`src/rtl/mem_port_arbiter_pkg.sv`:
```
// Shared types for the IF/LSU memory port arbiter.
package mem_port_arb_pkg;

  typedef enum logic [1:0] {
    StIdle,
    StBusyIf,
    StBusyLsu
  } arb_state_e;

  typedef enum logic {
    OwnIf,
    OwnLsu
  } owner_e;

  // Instruction fetches always read a full word.
  localparam logic [3:0] BE_FULL = 4'hF;

  // Busy state that belongs to a given owner.
  function automatic arb_state_e busy_state(input owner_e owner);
    return (owner == OwnIf) ? StBusyIf : StBusyLsu;
  endfunction

endpackage

```
`src/rtl/mem_port_arbiter_if.sv`:
```
// Bundle of the fetch, load/store and memory-side signals of the arbiter.
// slave: the arbiter's view; master: pipeline stages plus memory.
interface mem_port_arbiter_if #(
  parameter int unsigned Width = 32
);
  // Fetch stage
  logic             if_req;
  logic [Width-1:0] if_addr;
  logic             if_gnt;
  logic             if_rvalid;
  logic [Width-1:0] if_rdata;
  // Load/store stage
  logic             lsu_req;
  logic             lsu_we;
  logic [3:0]       lsu_be;
  logic [Width-1:0] lsu_addr;
  logic [Width-1:0] lsu_wdata;
  logic             lsu_gnt;
  logic             lsu_rvalid;
  logic [Width-1:0] lsu_rdata;
  // Memory
  logic             mem_req;
  logic             mem_we;
  logic [3:0]       mem_be;
  logic [Width-1:0] mem_addr;
  logic [Width-1:0] mem_wdata;
  logic             mem_rvalid;
  logic [Width-1:0] mem_rdata;
  // Status
  logic             err;

  modport slave (
    input  if_req, if_addr,
    output if_gnt, if_rvalid, if_rdata,
    input  lsu_req, lsu_we, lsu_be, lsu_addr, lsu_wdata,
    output lsu_gnt, lsu_rvalid, lsu_rdata,
    output mem_req, mem_we, mem_be, mem_addr, mem_wdata,
    input  mem_rvalid, mem_rdata,
    output err
  );

  modport master (
    output if_req, if_addr,
    input  if_gnt, if_rvalid, if_rdata,
    output lsu_req, lsu_we, lsu_be, lsu_addr, lsu_wdata,
    input  lsu_gnt, lsu_rvalid, lsu_rdata,
    input  mem_req, mem_we, mem_be, mem_addr, mem_wdata,
    output mem_rvalid, mem_rdata,
    input  err
  );

endinterface

```
`src/rtl/arb_starve_cnt.sv`:
```
// Saturating count of LSU grants won while a fetch was waiting. Once it
// reaches StarveMax the fetch is given priority; any fetch grant clears it.
module arb_starve_cnt #(
  parameter int unsigned StarveMax = 4
) (
  input  logic clk_i,
  input  logic rst_ni,
  input  logic lsu_grant_i,  // LSU granted while IF was requesting
  input  logic if_grant_i,
  output logic if_prio_o
);

  localparam int unsigned CntW = (StarveMax < 1) ? 1 : $clog2(StarveMax + 1);
  localparam logic [CntW-1:0] CntMax = CntW'(StarveMax);

  logic [CntW-1:0] cnt_q, cnt_d;

  // Next count: clear on fetch grant, otherwise saturating increment.
  always_comb begin
    cnt_d = cnt_q;
    if (if_grant_i) begin
      cnt_d = '0;
    end else if (lsu_grant_i && (cnt_q != CntMax)) begin
      cnt_d = cnt_q + 1'b1;
    end
  end

  // Counter register.
  always_ff @(posedge clk_i or negedge rst_ni) begin
    if (!rst_ni) begin
      cnt_q <= '0;
    end else begin
      cnt_q <= cnt_d;
    end
  end

  assign if_prio_o = (cnt_q == CntMax);

endmodule

```
`src/rtl/mem_port_arbiter.sv`:
```
// Shares one single-ported, variable-latency memory between instruction fetch
// and load/store. One access in flight; LSU has priority (older instruction).
// Define MEM_PORT_ARB_FAIRNESS_EN to let a starved fetch win after StarveMax
// consecutive LSU grants.
module mem_port_arbiter
  import mem_port_arb_pkg::*;
#(
  parameter int unsigned Width     = 32,
  parameter int unsigned StarveMax = 4
) (
  input logic            clk_i,
  input logic            rst_ni,
  mem_port_arbiter_if.slave bus
);

  arb_state_e       state_q, state_d;
  owner_e           winner;
  logic             if_prio;
  logic             if_gnt, lsu_gnt;
  logic             mem_req, mem_we;
  logic [3:0]       mem_be;
  logic [Width-1:0] mem_addr, mem_wdata;
  logic             if_rvalid_q, lsu_rvalid_q;
  logic [Width-1:0] if_rdata_q, lsu_rdata_q;
  logic             err_q;

`ifdef MEM_PORT_ARB_FAIRNESS_EN
  arb_starve_cnt #(
    .StarveMax(StarveMax)
  ) u_starve_cnt (
    .clk_i      (clk_i),
    .rst_ni     (rst_ni),
    .lsu_grant_i(lsu_gnt && bus.if_req),
    .if_grant_i (if_gnt),
    .if_prio_o  (if_prio)
  );
`else
  logic unused_starve_max;
  assign unused_starve_max = ^StarveMax;
  assign if_prio           = 1'b0;
`endif

  // Pick the winner among present requests.
  always_comb begin
    winner = OwnLsu;
    if (bus.if_req && (!bus.lsu_req || if_prio)) begin
      winner = OwnIf;
    end
  end

  // Next state plus same-cycle grant and memory command.
  always_comb begin
    state_d   = state_q;
    if_gnt    = 1'b0;
    lsu_gnt   = 1'b0;
    mem_req   = 1'b0;
    mem_we    = 1'b0;
    mem_be    = '0;
    mem_addr  = '0;
    mem_wdata = '0;
    unique case (state_q)
      StIdle: begin
        if (bus.if_req || bus.lsu_req) begin
          mem_req = 1'b1;
          state_d = busy_state(winner);
          if (winner == OwnIf) begin
            if_gnt   = 1'b1;
            mem_be   = BE_FULL;
            mem_addr = bus.if_addr;
          end else begin
            lsu_gnt   = 1'b1;
            mem_we    = bus.lsu_we;
            mem_be    = bus.lsu_be;
            mem_addr  = bus.lsu_addr;
            mem_wdata = bus.lsu_we ? bus.lsu_wdata : '0;
          end
        end
      end
      StBusyIf, StBusyLsu: begin
        if (bus.mem_rvalid) begin
          state_d = StIdle;
        end
      end
      default: state_d = StIdle;
    endcase
  end

  // State register.
  always_ff @(posedge clk_i or negedge rst_ni) begin
    if (!rst_ni) begin
      state_q <= StIdle;
    end else begin
      state_q <= state_d;
    end
  end

  // Route the response to its owner; rdata holds until that owner's next response.
  always_ff @(posedge clk_i or negedge rst_ni) begin
    if (!rst_ni) begin
      if_rvalid_q  <= 1'b0;
      lsu_rvalid_q <= 1'b0;
      if_rdata_q   <= '0;
      lsu_rdata_q  <= '0;
    end else begin
      if_rvalid_q  <= (state_q == StBusyIf) && bus.mem_rvalid;
      lsu_rvalid_q <= (state_q == StBusyLsu) && bus.mem_rvalid;
      if ((state_q == StBusyIf) && bus.mem_rvalid) begin
        if_rdata_q <= bus.mem_rdata;
      end
      if ((state_q == StBusyLsu) && bus.mem_rvalid) begin
        lsu_rdata_q <= bus.mem_rdata;
      end
    end
  end

  // Sticky error: a response arrived with nothing outstanding (includes L=0
  // and responses to accesses aborted by reset).
  always_ff @(posedge clk_i or negedge rst_ni) begin
    if (!rst_ni) begin
      err_q <= 1'b0;
    end else if ((state_q == StIdle) && bus.mem_rvalid) begin
      err_q <= 1'b1;
    end
  end

  assign bus.if_gnt     = if_gnt;
  assign bus.lsu_gnt    = lsu_gnt;
  assign bus.mem_req    = mem_req;
  assign bus.mem_we     = mem_we;
  assign bus.mem_be     = mem_be;
  assign bus.mem_addr   = mem_addr;
  assign bus.mem_wdata  = mem_wdata;
  assign bus.if_rvalid  = if_rvalid_q;
  assign bus.if_rdata   = if_rdata_q;
  assign bus.lsu_rvalid = lsu_rvalid_q;
  assign bus.lsu_rdata  = lsu_rdata_q;
  assign bus.err        = err_q;

endmodule

```
`src/flat_wrapper.sv`:
```
// flat-port wrapper written by rule: the top's interface ports become plain ports
module mem_port_arbiter_flat import mem_port_arb_pkg::*;
#(
  parameter int unsigned Width     = 32,
  parameter int unsigned StarveMax = 4
)
  (clk_i, rst_ni, bus_if_req, bus_if_addr, bus_if_gnt, bus_if_rvalid, bus_if_rdata, bus_lsu_req, bus_lsu_we, bus_lsu_be, bus_lsu_addr, bus_lsu_wdata, bus_lsu_gnt, bus_lsu_rvalid, bus_lsu_rdata, bus_mem_req, bus_mem_we, bus_mem_be, bus_mem_addr, bus_mem_wdata, bus_mem_rvalid, bus_mem_rdata, bus_err);
  mem_port_arbiter_if #(.Width(Width)) bus_i ();
  input logic clk_i;
  input logic rst_ni;
  input wire logic [$bits(bus_i.if_req)-1:0] bus_if_req;
  input wire logic [$bits(bus_i.if_addr)-1:0] bus_if_addr;
  output wire logic [$bits(bus_i.if_gnt)-1:0] bus_if_gnt;
  output wire logic [$bits(bus_i.if_rvalid)-1:0] bus_if_rvalid;
  output wire logic [$bits(bus_i.if_rdata)-1:0] bus_if_rdata;
  input wire logic [$bits(bus_i.lsu_req)-1:0] bus_lsu_req;
  input wire logic [$bits(bus_i.lsu_we)-1:0] bus_lsu_we;
  input wire logic [$bits(bus_i.lsu_be)-1:0] bus_lsu_be;
  input wire logic [$bits(bus_i.lsu_addr)-1:0] bus_lsu_addr;
  input wire logic [$bits(bus_i.lsu_wdata)-1:0] bus_lsu_wdata;
  output wire logic [$bits(bus_i.lsu_gnt)-1:0] bus_lsu_gnt;
  output wire logic [$bits(bus_i.lsu_rvalid)-1:0] bus_lsu_rvalid;
  output wire logic [$bits(bus_i.lsu_rdata)-1:0] bus_lsu_rdata;
  output wire logic [$bits(bus_i.mem_req)-1:0] bus_mem_req;
  output wire logic [$bits(bus_i.mem_we)-1:0] bus_mem_we;
  output wire logic [$bits(bus_i.mem_be)-1:0] bus_mem_be;
  output wire logic [$bits(bus_i.mem_addr)-1:0] bus_mem_addr;
  output wire logic [$bits(bus_i.mem_wdata)-1:0] bus_mem_wdata;
  input wire logic [$bits(bus_i.mem_rvalid)-1:0] bus_mem_rvalid;
  input wire logic [$bits(bus_i.mem_rdata)-1:0] bus_mem_rdata;
  output wire logic [$bits(bus_i.err)-1:0] bus_err;
  assign bus_i.if_req = bus_if_req;
  assign bus_i.if_addr = bus_if_addr;
  assign bus_if_gnt = bus_i.if_gnt;
  assign bus_if_rvalid = bus_i.if_rvalid;
  assign bus_if_rdata = bus_i.if_rdata;
  assign bus_i.lsu_req = bus_lsu_req;
  assign bus_i.lsu_we = bus_lsu_we;
  assign bus_i.lsu_be = bus_lsu_be;
  assign bus_i.lsu_addr = bus_lsu_addr;
  assign bus_i.lsu_wdata = bus_lsu_wdata;
  assign bus_lsu_gnt = bus_i.lsu_gnt;
  assign bus_lsu_rvalid = bus_i.lsu_rvalid;
  assign bus_lsu_rdata = bus_i.lsu_rdata;
  assign bus_mem_req = bus_i.mem_req;
  assign bus_mem_we = bus_i.mem_we;
  assign bus_mem_be = bus_i.mem_be;
  assign bus_mem_addr = bus_i.mem_addr;
  assign bus_mem_wdata = bus_i.mem_wdata;
  assign bus_i.mem_rvalid = bus_mem_rvalid;
  assign bus_i.mem_rdata = bus_mem_rdata;
  assign bus_err = bus_i.err;
  mem_port_arbiter #(.Width(Width), .StarveMax(StarveMax)) u_core (.clk_i(clk_i), .rst_ni(rst_ni), .bus(bus_i));
endmodule
```
`config.mk`:
```
export PLATFORM = sky130hd
export DESIGN_NAME = mem_port_arbiter_flat
export DESIGN_NICKNAME = d
export VERILOG_FILES = /design/src/rtl/mem_port_arbiter_pkg.sv /design/src/rtl/mem_port_arbiter_if.sv /design/src/rtl/arb_starve_cnt.sv /design/src/rtl/mem_port_arbiter.sv /design/src/flat_wrapper.sv
export SDC_FILE = /design/constraint.sdc
export NUM_CORES = 1
export LEC_CHECK = 0
export CAP_MARGIN = 25
export CORE_AREA = 2 2 107 109
export DETAILED_ROUTE_END_ITERATION = 10
export DIE_AREA = 0 0 109 111
export GPL_TIMING_DRIVEN = 0
export PLACE_DENSITY_LB_ADDON = 0.1
export SYNTH_ARGS = -nofsm -noshare
export SYNTH_HDL_FRONTEND = slang
export SYNTH_SLANG_ARGS = --single-unit
```
`constraint.sdc`:
```
create_clock -name clk_i -period 2.2 [get_ports clk_i]
set_input_delay 0.33 -clock clk_i [delete_from_list [all_inputs] [get_ports clk_i]]
set_output_delay 0.33 -clock clk_i [all_outputs]
set_load 0.02 [all_outputs]
```
; ---- Word-level counts from Yosys, hierarchy flattened
; Cells that the tools add are included.
; W data, S select, Z words.
[classes]
muxes = 25
n_eq_ne = 4
n_reduce_logical = 9
[op_table]
columns = operator, n
row1 = $mux W32, 7
row2 = $mux W4, 3
row3 = $mux W1, 11
row4 = $mux W2, 3
row5 = $logic_and A1 B1 Y1, 4
row6 = $pmux W2 S2, 1
row7 = $eq A2 B1 Y1 const B, 1
row8 = $eq A2 B2 Y1 const B, 1
row9 = $logic_not A2 Y1, 1
row10 = $ne A2 B1 Y1 const B, 1
row11 = $ne A2 B2 Y1 const B, 1
row12 = $reduce_and A2 Y1, 1
row13 = $reduce_or A2 Y1, 1
row14 = $logic_not A1 Y1, 1
row15 = $logic_or A1 B1 Y1, 1
[totals]
inputBits = 138
regBits = 69
out_inout_bits = 139
wordCells = 44

; ---- Depth between registers and ports, before layout
[logic_depth]
ltp_word = 5
mapped_depth = 6
ltp_nobuf = 5

; ---- Worst setup path after synthesis
; OpenSTA, ideal clock, no wires.
[synth_timing]
path_kind = reg2out
start = register u_core.state_q[0]
end = output port bus_mem_addr[12]
n_path_buf = 2
t_arrival_ps = 1362
t_required_ps = 1870
setup_slack_ps = 508
path_stages_with_launch = 7
cell_sequence = dfrtp_1 inv_1 ha_1 inv_1 buf_2 clkbuf_1 nor2_1
[synth_via]
elab_chain_cells = 2
[synth_rtl]
columns = element, line_no
row1 = from (decl), mem_port_arbiter.sv:16  ; arb_state_e state_q, state_d;
row2 = from (signal assigned), mem_port_arbiter.sv:91  ; state_q <= StIdle;
row3 = from (signal assigned), mem_port_arbiter.sv:93  ; state_q <= state_d;
row4 = $logic_not A2 Y1, mem_port_arbiter.sv:61  ; unique case (state_q)
row5 = $mux W32, mem_port_arbiter.sv:61
row6 = to (decl), flat_wrapper.sv:27  ; output wire logic [$bits(bus_i.mem_addr)-1:0] bus_mem_addr;
; Every way passes these cells.

; ---- Final worst setup path
[layout_timing]
start = register u_core.state_q[0]
end = output port bus_mem_wdata[11]
[layout_via]
elab_chain_cells = 2
[layout_rtl]
columns = element, line_no
row1 = $logic_not A2 Y1, mem_port_arbiter.sv:61
row2 = $mux W32, mem_port_arbiter.sv:61
row3 = to (decl), flat_wrapper.sv:28  ; output wire logic [$bits(bus_i.mem_wdata)-1:0] bus_mem_wdata;
; Every way passes these cells.

==> run_results.csv <==
group,metric,value,unit
floorplanning,rows,39,
power_and_ir_drop,power-per-cell-area,1253,mW/mm2
synth,syn_inst,281,
floorplanning,initial_core_util,30.13,%
grt,track_usage,19.70,%
placed_design,place.port_buffers,276,
timing,setup_ws,98.33,ps
routing,drtAntennaViolNets,0,
clocking,cts_hold_buf,0,
layout,fin_area,0.006452,mm2
worst_setup_path,slowest_delay,390,ps
timing,finalSetupTns,0,ps
routing,via_per_inst,4.600,
worst_setup_path,required,1870,ps
placed_design,dp_cells,700,
layout,drive_gt1_share,30.26,%
floorplanning,die_area,0.01210,mm2
worst_setup_path,cp_max_fo,10,
clocking,tritoncts,"yes",
synth,synthTopCellsByCount,"69 x dfrtp_1, 64 x mux2_2, 38 x nor2_1",
grt,grt_overflow,0,
worst_setup_path,end_kind,"output pin",
clocking,cts.reportedPaths.clkPinSlew,60,ps
worst_setup_path,timing.rr.start,"u_core.state_q[1]$_DFFE_PN0P_",
worst_setup_path,r2r_end,"u_core.bus.if_rdata[28]$_DFFE_PN0P_",
clocking,clock_latency,330,ps
floorplanning,die_y,111,um
synth,syn_area,0.003337,mm2
floorplanning,die_w,109,um
hold_path,hold_class,"input pin to async pin",
layout,n_antenna_cell,0,
synth,synthArstFlopShare,100.0,%
grt,grt_pass1_wl,18.11,mm
floorplanning,core,0.01108,mm2
timing,slew-limit-headroom,43.55,%
power_and_ir_drop,p_leak,0.002863,uW
layout,finalNetCount,711,
routing,finalWirelength,11.96,mm
worst_setup_path,worstSetupStartpointType,"flip-flop",
layout,syn2layout_area_growth,93.36,%
grt,antenna_found_initial,0,
timing,timing.fmax,475.8,MHz
placed_design,dp_hpwl,9.699,mm
run_status,outcome,"completed",
layout,fill_cells,1012,
flow_run,maxCapViolations,0,
grt,grt_max_degree,70,
worst_setup_path,cp_slowest_cell,"dfrtp_1",
synth,synth.top_cell.area_share,51.74,%
timing,finalMaxSlewViolations,0,
timing,hold_viol,0,
synth,syn-num-nets,422,
clocking,cts_num_sinks,69,
timing,setup_viol,0,
routing,num_vias,3303,
synth,synth.largest_area_cell,"dfrtp_1",
clocking,numCtsBuffers,9,
synth,synth_edf_count,0,
placed_design,dpl_cell_area,0.006276,mm2
synth,ys_seq_area_share,51.74,%
synth,yosys_warnings,0,
clocking,cts_max_path_buffers,2,
worst_setup_path,r2r_slack,710,ps
synth,ys_types,22,
power_and_ir_drop,peakVddDrop,575.5,uV
worst_setup_path,crit_chain,"inv_2, ha_4, and3_4, clkbuf_4, and2_1, clkdlybuf4s15_2",
clocking,htreeDepth,3,
worst_setup_path,crit_end,"bus_mem_wdata[11]",
placed_design,dp_slack,-382.6,ps
synth,postSynthAreaPerCell,11.88,um2
worst_setup_path,critPathKind,"flip-flop to output pin",
synth,synth_area_leaders,"dfrtp_1 52%, mux2_2 22%, a22oi_1 7.2%, and2_1 6.2%, nor2_1 4.3%",
synth,synth_seq_cells,69,
worst_setup_path,startpoint,"u_core.state_q[0]$_DFFE_PN0P_",
worst_setup_path,cp_data_arrival_time,1770,ps
synth,synth_ff_type,"dfrtp_1",
timing,clock-skew-final,8.723,ps
floorplanning,io_pins,277,
placed_design,place_congestion,0.8867,
grt,grt_pass1_vias,3472,
timing,tightest_slew,846.7,ps
routing,drt_pass1_iterations,4,
routing,drc,0,
routing,drtIter0Drc,94,
routing,avgRoutedWirePerCell,16.66,um
worst_setup_path,r2r_cells,5,
timing,timing.final.crit_period,2102,ps
clocking,root_buffer,"clkbuf_16",
layout,layout.cells.non_filler,718,
layout,fin_util,58.25,%
synth,yosysMostFrequentCell,"dfrtp_1",
timing,timing.final.crit_share,95.53,%
==> sequential cells by signal, summed over array words and instances, names as in the netlist <==
name,count
u_core.bus.if_rdata,32
u_core.state_q,2
u_core.bus.if_rvalid,1
u_core.bus.err,1
u_core.bus.lsu_rvalid,1
u_core.bus.lsu_rdata,32
==> cell families (layout without fill, tap and decap cells) <==
| logic type | Yosys count | count (layout) | synth area share [%] |
|---|---|---|---|
| simple gates | 78 | 78 | 11.70 |
| fa+ha+maj | 3 | 3 | 1.125 |
| buf+inv | 26 | 320 | 5.024 |
| flops | 69 | 69 | 51.74 |
| compound gates | 41 | 41 | 8.812 |
| mux | 64 | 64 | 21.60 |
==> timing repair <==
item	in CTS	in global routing
setup buffers	0	2
gates cloned	0	0
endpoints found under the setup margin	72	65
resized for setup	204	60
==> per-layer routing <==
metal / vias up / part of all wire, % / GRT usage (%)
met4: 0 / 2.0 / 6.496
li1: 1562 / - / -
met2: 153 / 51 / 33.87
met3: 19 / 8.0 / 6.349
met5: - / 0 / 0
met1: 1569 / 39 / 22.85
==> report_power, final <==
| group | total, uW | internal (uW) | switching, uW |
|---|---|---|---|
| clock network | 1540 | 1000 | 539 |
| logic | 4340 | 2210 | 2120 |
| registers | 2210 | 1900 | 311 |
| total | 8090 | 5110 | 2970 |
==> worst max-delay path: cells and delay by family (launching register included) <==
kind	cells	cell delay [ps]
fa+ha+maj	1	170
flops	1	390
buf+inv	3	530
simple gates	2	350
==> area by class of cell <==
class / instances / area (um2) / area share, %
repair buffers: 278 / 2569 / 39.81
flip-flops and latches: 69 / 1727 / 26.76
multi-input cells: 186 / 1460 / 22.63
clock buffers: 10 / 229.0 / 3.549
well taps: 143 / 178.9 / 2.773
plain buffers: 21 / 176.4 / 2.734
clock inverters: 6 / 93.84 / 1.454
inverters: 5 / 18.77 / 0.2909
==> per-stage QoR <==
step / total power, uW / hold slack [ps]
after floorplan: 4428 / 34.41
after global placement: 6687 / 486.1
after detailed placement: 6753 / 492.5
after CTS: 8292 / 141.0
after global routing: 8530 / 182.8
final: 8087 / 105.8
==> worst min path at each step <==
stage | to | slack [ps] | depth (start not counted)
after floorplan | u_core.bus.err$_DFFE_PN0P_ | 30 | 0
after global placement | u_core.bus.if_rdata[10]$_DFFE_PN0P_ | 490 | 1
after detailed placement | u_core.bus.if_rdata[0]$_DFFE_PN0P_ | 490 | 1
after CTS | u_core.bus.lsu_rdata[16]$_DFFE_PN0P_ | 140 | 1
after global routing | u_core.bus.lsu_rdata[16]$_DFFE_PN0P_ | 180 | 1
final | u_core.bus.lsu_rdata[16]$_DFFE_PN0P_ | 110 | 1
==> cell usage in the layout, fill, tap and decap left out, types with 2 or more instances in the layout <==
cell,synthesis,final
buf_6,6,7
bufinv_16,0,2
clkbuf_4,0,4
ha_1,3,2
clkdlybuf4s15_2,0,19
o21ai_0,2,2
inv_6,0,2
clkdlybuf4s50_1,0,203
mux2_2,64,64
a21oi_1,4,4
and2_1,33,33
nor2_1,38,38
dlygate4sd2_1,0,6
a22oi_1,32,32
buf_4,4,12
buf_2,6,38
clkbuf_2,2,9
clkbuf_16,0,9
inv_1,5,3
dfrtp_1,69,69
inv_2,0,2
nand2_2,2,2
(Power assumes the default switching activity.)
==> patch 1 (config.mk and constraints unchanged) <==
Re-encode `arb_state_e` (3 states) as one-hot, 3 bits wide.
--- a/src/rtl/mem_port_arbiter_pkg.sv
+++ b/src/rtl/mem_port_arbiter_pkg.sv
@@ -3,6 +3,6 @@
 
-  typedef enum logic [1:0] {
-    StIdle,
-    StBusyIf,
-    StBusyLsu
+  typedef enum logic [2:0] {
+    StIdle    = 3'b001,
+    StBusyIf  = 3'b010,
+    StBusyLsu = 3'b100
   } arb_state_e;
Check against the original RTL: no difference found for any inputs over 10 cycles, from zero or initial values and one cycle with rst_ni low; not proved beyond that.
==> patch 1 against the unedited design <==
  * The run now ends with negative setup slack left
  * Synthesized area grew 16%
  * Wire length grew 7.3%
  * Utilization grew 7.4 points
  * Sequential share of layout area shrank 2.7 points
  * Largest power group unchanged
  * Hold slack lost 0.012 ns
  * Global-route usage grew 0.69 points
  * Power grew 11%
  * Worst setup slack lost 0.14 ns
  * Cell area grew 13%
  * Final cell count grew 10%
  * Sequential cell count grew 1
  * Fmax shrank 6.1%
==> patch 1: results (changes against the unedited design) <==
Critical path
  • Critical path fanouts, max: 10 (unchanged)
  • Kind of critical path: flip-flop to output port
  • R2r setup slk: 0.60 ns (-0.11 ns)
  • R2R Path Start: u_core.state_q[0]
  • RR Endpoint: u_core.bus.if_rdata[18]
  • CP Capture Point: bus_mem_wdata[15]

Layout
  • Layout cells sized above 1: 35.3% (+5.0 points)
  • Fillers: 921 (-9.0%)
  • Final net count: 779 (+9.6%)

Logic synthesis
  • Post-synth top area share: 44.6% (-7.2 points)
  • Synth top area cells: dfrtp_1 (45%), mux2_2 (18%), nor3_2 (8.0%)
  • Top FF cell, synth: dfrtp_1
  • Seq/Total Area, Yosys: 45.3% (-6.5 points)
  • Commonest cells in the netlist: dfrtp_1 (69), mux2_2 (61), a21oi_1 (38)
  • Synth area leader: dfrtp_1
  • Synth async-reset ratio: 100% (unchanged)
  • Cell variety after synth: 24 (+9.1%)
  • Mapped Nets: 492 (+17%)

Detailed routing
  • Total number of vias: 3,683 (+12%)
  • DRT Pass-1 Iters: 4 (unchanged)
  • Routed wire per std cell: 16.3 um (-2.4%)
  • DRT iter0 DRCs: 179 (+90%)

Power and ir drop
  • Static Leak: 3.14 nW (+9.8%)
  • Peak supply drop: 0.000759 V (+32%)

Global routing
  • Initial antenna violation count: 1 (+1)
  • Largest net degree at the start of global routing: 71 (+1.4%)
  • First-pass GRT wire length: 19,000 um (+5.1%)
  • GRT Total Usage: 20.4% (+0.69 points)

Clocking
  • Worst-path clk slew: 0.06 ns (about the same)
  • Max clock buf depth: 2 (unchanged)
  • Worst-Skew Late Latency: 0.33 ns (about the same)
  • Htree depth: 3 (unchanged)
  • Cts bufs inserted: 9 (unchanged)

Place
  • Setup WS pre-CTS: -0.651 ns (-0.269 ns)
  • Routability Congestion: 0.841 (-5.1%)
  • I/O Buffers: 275 (-0.36%)
  • Dpl hpwl: 10000 um (+3.1%)

Worst hold path
  • Hold Crit Class: primary input to async pin

STA
  • Final setup fails: 35 (+35)
  • Worst-Margin Slew: 0.856 ns (+0.00976 ns)
  • Final WS setup: -0.0390 ns (-0.137 ns)
  • Post-Route Setup TNS: -0.457 ns (-0.457 ns)
  • Clk_skew: 0.00462 ns (-0.00410 ns)

Status
  • Outcome: complete, but fails checks
  • Failing checks: negative setup slack
==> patch 1: cell count changes in the layout (fill, tap and decap cells not counted), sizes merged, moves of 4 or more <==
cell           before  now
dlygate4sd2         6    2
a21oi               4   38
clkdlybuf4s15      19    0
nor2               38    4
and2               33    1
nor3                0   32
inv                 7   32
nand3b              0   33
nand2               3   37
a22oi              32    0
buf                57   93
==> patch 1: cell type report <==
cell class,instances,area (um^2),share of cell area [%]
Timing Repair Buffer,277,2660,36.6
Multi-Input combinational cell,221,1950,26.8
Sequential cell,70,1750,24.1
Buffer,30,245,3.37
Clock buffer,10,229,3.15
Tap cell,143,179,2.46
Clock inverter,6,134,1.84
Inverter,32,120,1.65
Antenna cell,1,2.50,0.0344
==> patch 1: how the worst min path moves through the flow <==
stage	startpoint	to	slack (ns)	depth (start not counted)
2_1_floorplan	rst_ni	u_core.bus.err	0.03	0
3_3_place_gp	u_core.bus.err	u_core.bus.err	0.46	1
5_1_grt	rst_ni	u_core.bus.if_rdata[20]	0.19	1
3_5_place_dp	u_core.bus.err	u_core.bus.err	0.45	1
4_1_cts	rst_ni	u_core.bus.if_rdata[17]	0.14	1
6_report	rst_ni	u_core.bus.if_rdata[17]	0.09	1
==> patch 1: cells by family after synthesis <==
family                 share of synthesized area [%]
buffers and inverters                           9.31
AND/OR/NAND/NOR                                 21.2
multiplexers                                    18.9
AO/OA/AOI/OAI                                   5.36
flip-flops                                      45.3
==> patch 1: worst max-delay path, cell delays in order (launching register included) <==
cell and delay, ns:
dfstp_2 0.55, or3b_4 0.39, buf_6 0.15, buf_8 0.15, nor3_2 0.17, buf_4 0.17
==> patch 1: through the flow <==
stage	std cells	total power, W	cell area, um^2	hold WS [ns]
6_report	790	0.00901	7270	0.0939
5_1_grt	790	0.00945	7270	0.191
4_1_cts	788	0.00873	6940	0.138
3_3_place_gp	772	0.00702	6800	0.457
3_5_place_dp	772	0.00711	6800	0.453
2_1_floorplan	354	0.00475	3870	0.0344
==> patch 1: routing by layer <==
| metal | vias up | global-route usage, % | routed length, um |
|---|---|---|---|
| met3 | 16 | 7.17 | 1170 |
| li1 | 1775 | - | - |
| met1 | 1718 | 21.8 | 4530 |
| met4 | 0 | 7.52 | 251 |
| met5 | - | 0 | 0 |
| met2 | 174 | 36.3 | 6890 |
==> patch 1: report_power, final <==
group          internal, W  switching, W  total (W)  leakage [nW]
Clock              0.00122      0.000519    0.00174         0.177
Sequential         0.00191      0.000335    0.00224         0.871
Combinational      0.00254       0.00249    0.00503          2.10
==> patch 1: timing repair <==
item | 4_1_cts | 5_1_grt
hold buffers | 0 | 0
resized for setup | 339 | 86
gates cloned | 0 | 1
endpoints found under the hold margin | 0 | 0
setup endpoints to repair | 72 | 71
setup buffers | 1 | 0
==> patch 2 (same flow settings) <==
Made on the original files. `Width` is set to 32 in 3 places; all go to 64.
--- a/src/rtl/mem_port_arbiter_if.sv
+++ b/src/rtl/mem_port_arbiter_if.sv
@@ -3,3 +3,3 @@
 interface mem_port_arbiter_if #(
-  parameter int unsigned Width = 32
+  parameter int unsigned Width = 64
 );
--- a/src/rtl/mem_port_arbiter.sv
+++ b/src/rtl/mem_port_arbiter.sv
@@ -7,3 +7,3 @@
 #(
-  parameter int unsigned Width     = 32,
+  parameter int unsigned Width     = 64,
   parameter int unsigned StarveMax = 4
--- a/src/flat_wrapper.sv
+++ b/src/flat_wrapper.sv
@@ -3,3 +3,3 @@
 #(
-  parameter int unsigned Width     = 32,
+  parameter int unsigned Width     = 64,
   parameter int unsigned StarveMax = 4
Ports: changed (8 resized); port bits go from 277 to 533. No check against the original RTL was run, so the function may have changed too.
==> patch 2 against the unedited design <==
  * The run now fails in 3_2_place_iop
  * Synthesized area rose by 100%
==> patch 2: results (changes against the unedited design) <==
Logic synthesis
  • Post-synth top area share: 49.5% (-2.3 points)
  • Synth async-reset ratio: 100% (unchanged)
  • Ys Warns: 0 (unchanged)
  • Gate Count Post-Synth: 528 (+88%)
  • Commonest cells in the netlist: dfrtp_1 (133), mux2_4 (98), nor2_1 (70)
  • Synth top area cells: dfrtp_1 (49%), mux2_4 (22%), a22oi_1 (7.1%)
  • EDFF count, synth: 0 (unchanged)
  • Mapped Nets: 797 (+89%)
  • Yosys reg bits: 133 (+93%)
  • Seq/Total Area, Yosys: 49.5% (-2.3 points)
  • Cell variety after synth: 24 (+9.1%)

Status
  • Halt Stage: 3_2_place_iop
  • First Error: [ERROR PPL-0024] Number of IO pins (533) exceeds maximum number of available positions (390). Increase the die perimeter from 440.00um to 724.88um.
  • Outcome: stopped before the end

Floorplan
  • Die width: 109 um (unchanged)
patch 2: cell types whose count changed after synthesis, moves of 5 or more:
cell,unedited run,this run
a22oi_1,32,64
and2_1,33,65
buf_2,6,11
buf_6,6,13
clkbuf_1,3,11
dfrtp_1,69,133
mux2_2,64,30
mux2_4,0,98
nor2_1,38,70
patch 2: cell families after synthesis:
kind of cell	after synthesis	share of synthesized area, %
compound gates	73	7.94
simple gates	142	10.5
buf+inv	49	4.65
fa+ha+maj	3	0.558
mux	128	26.9
flops	133	49.5
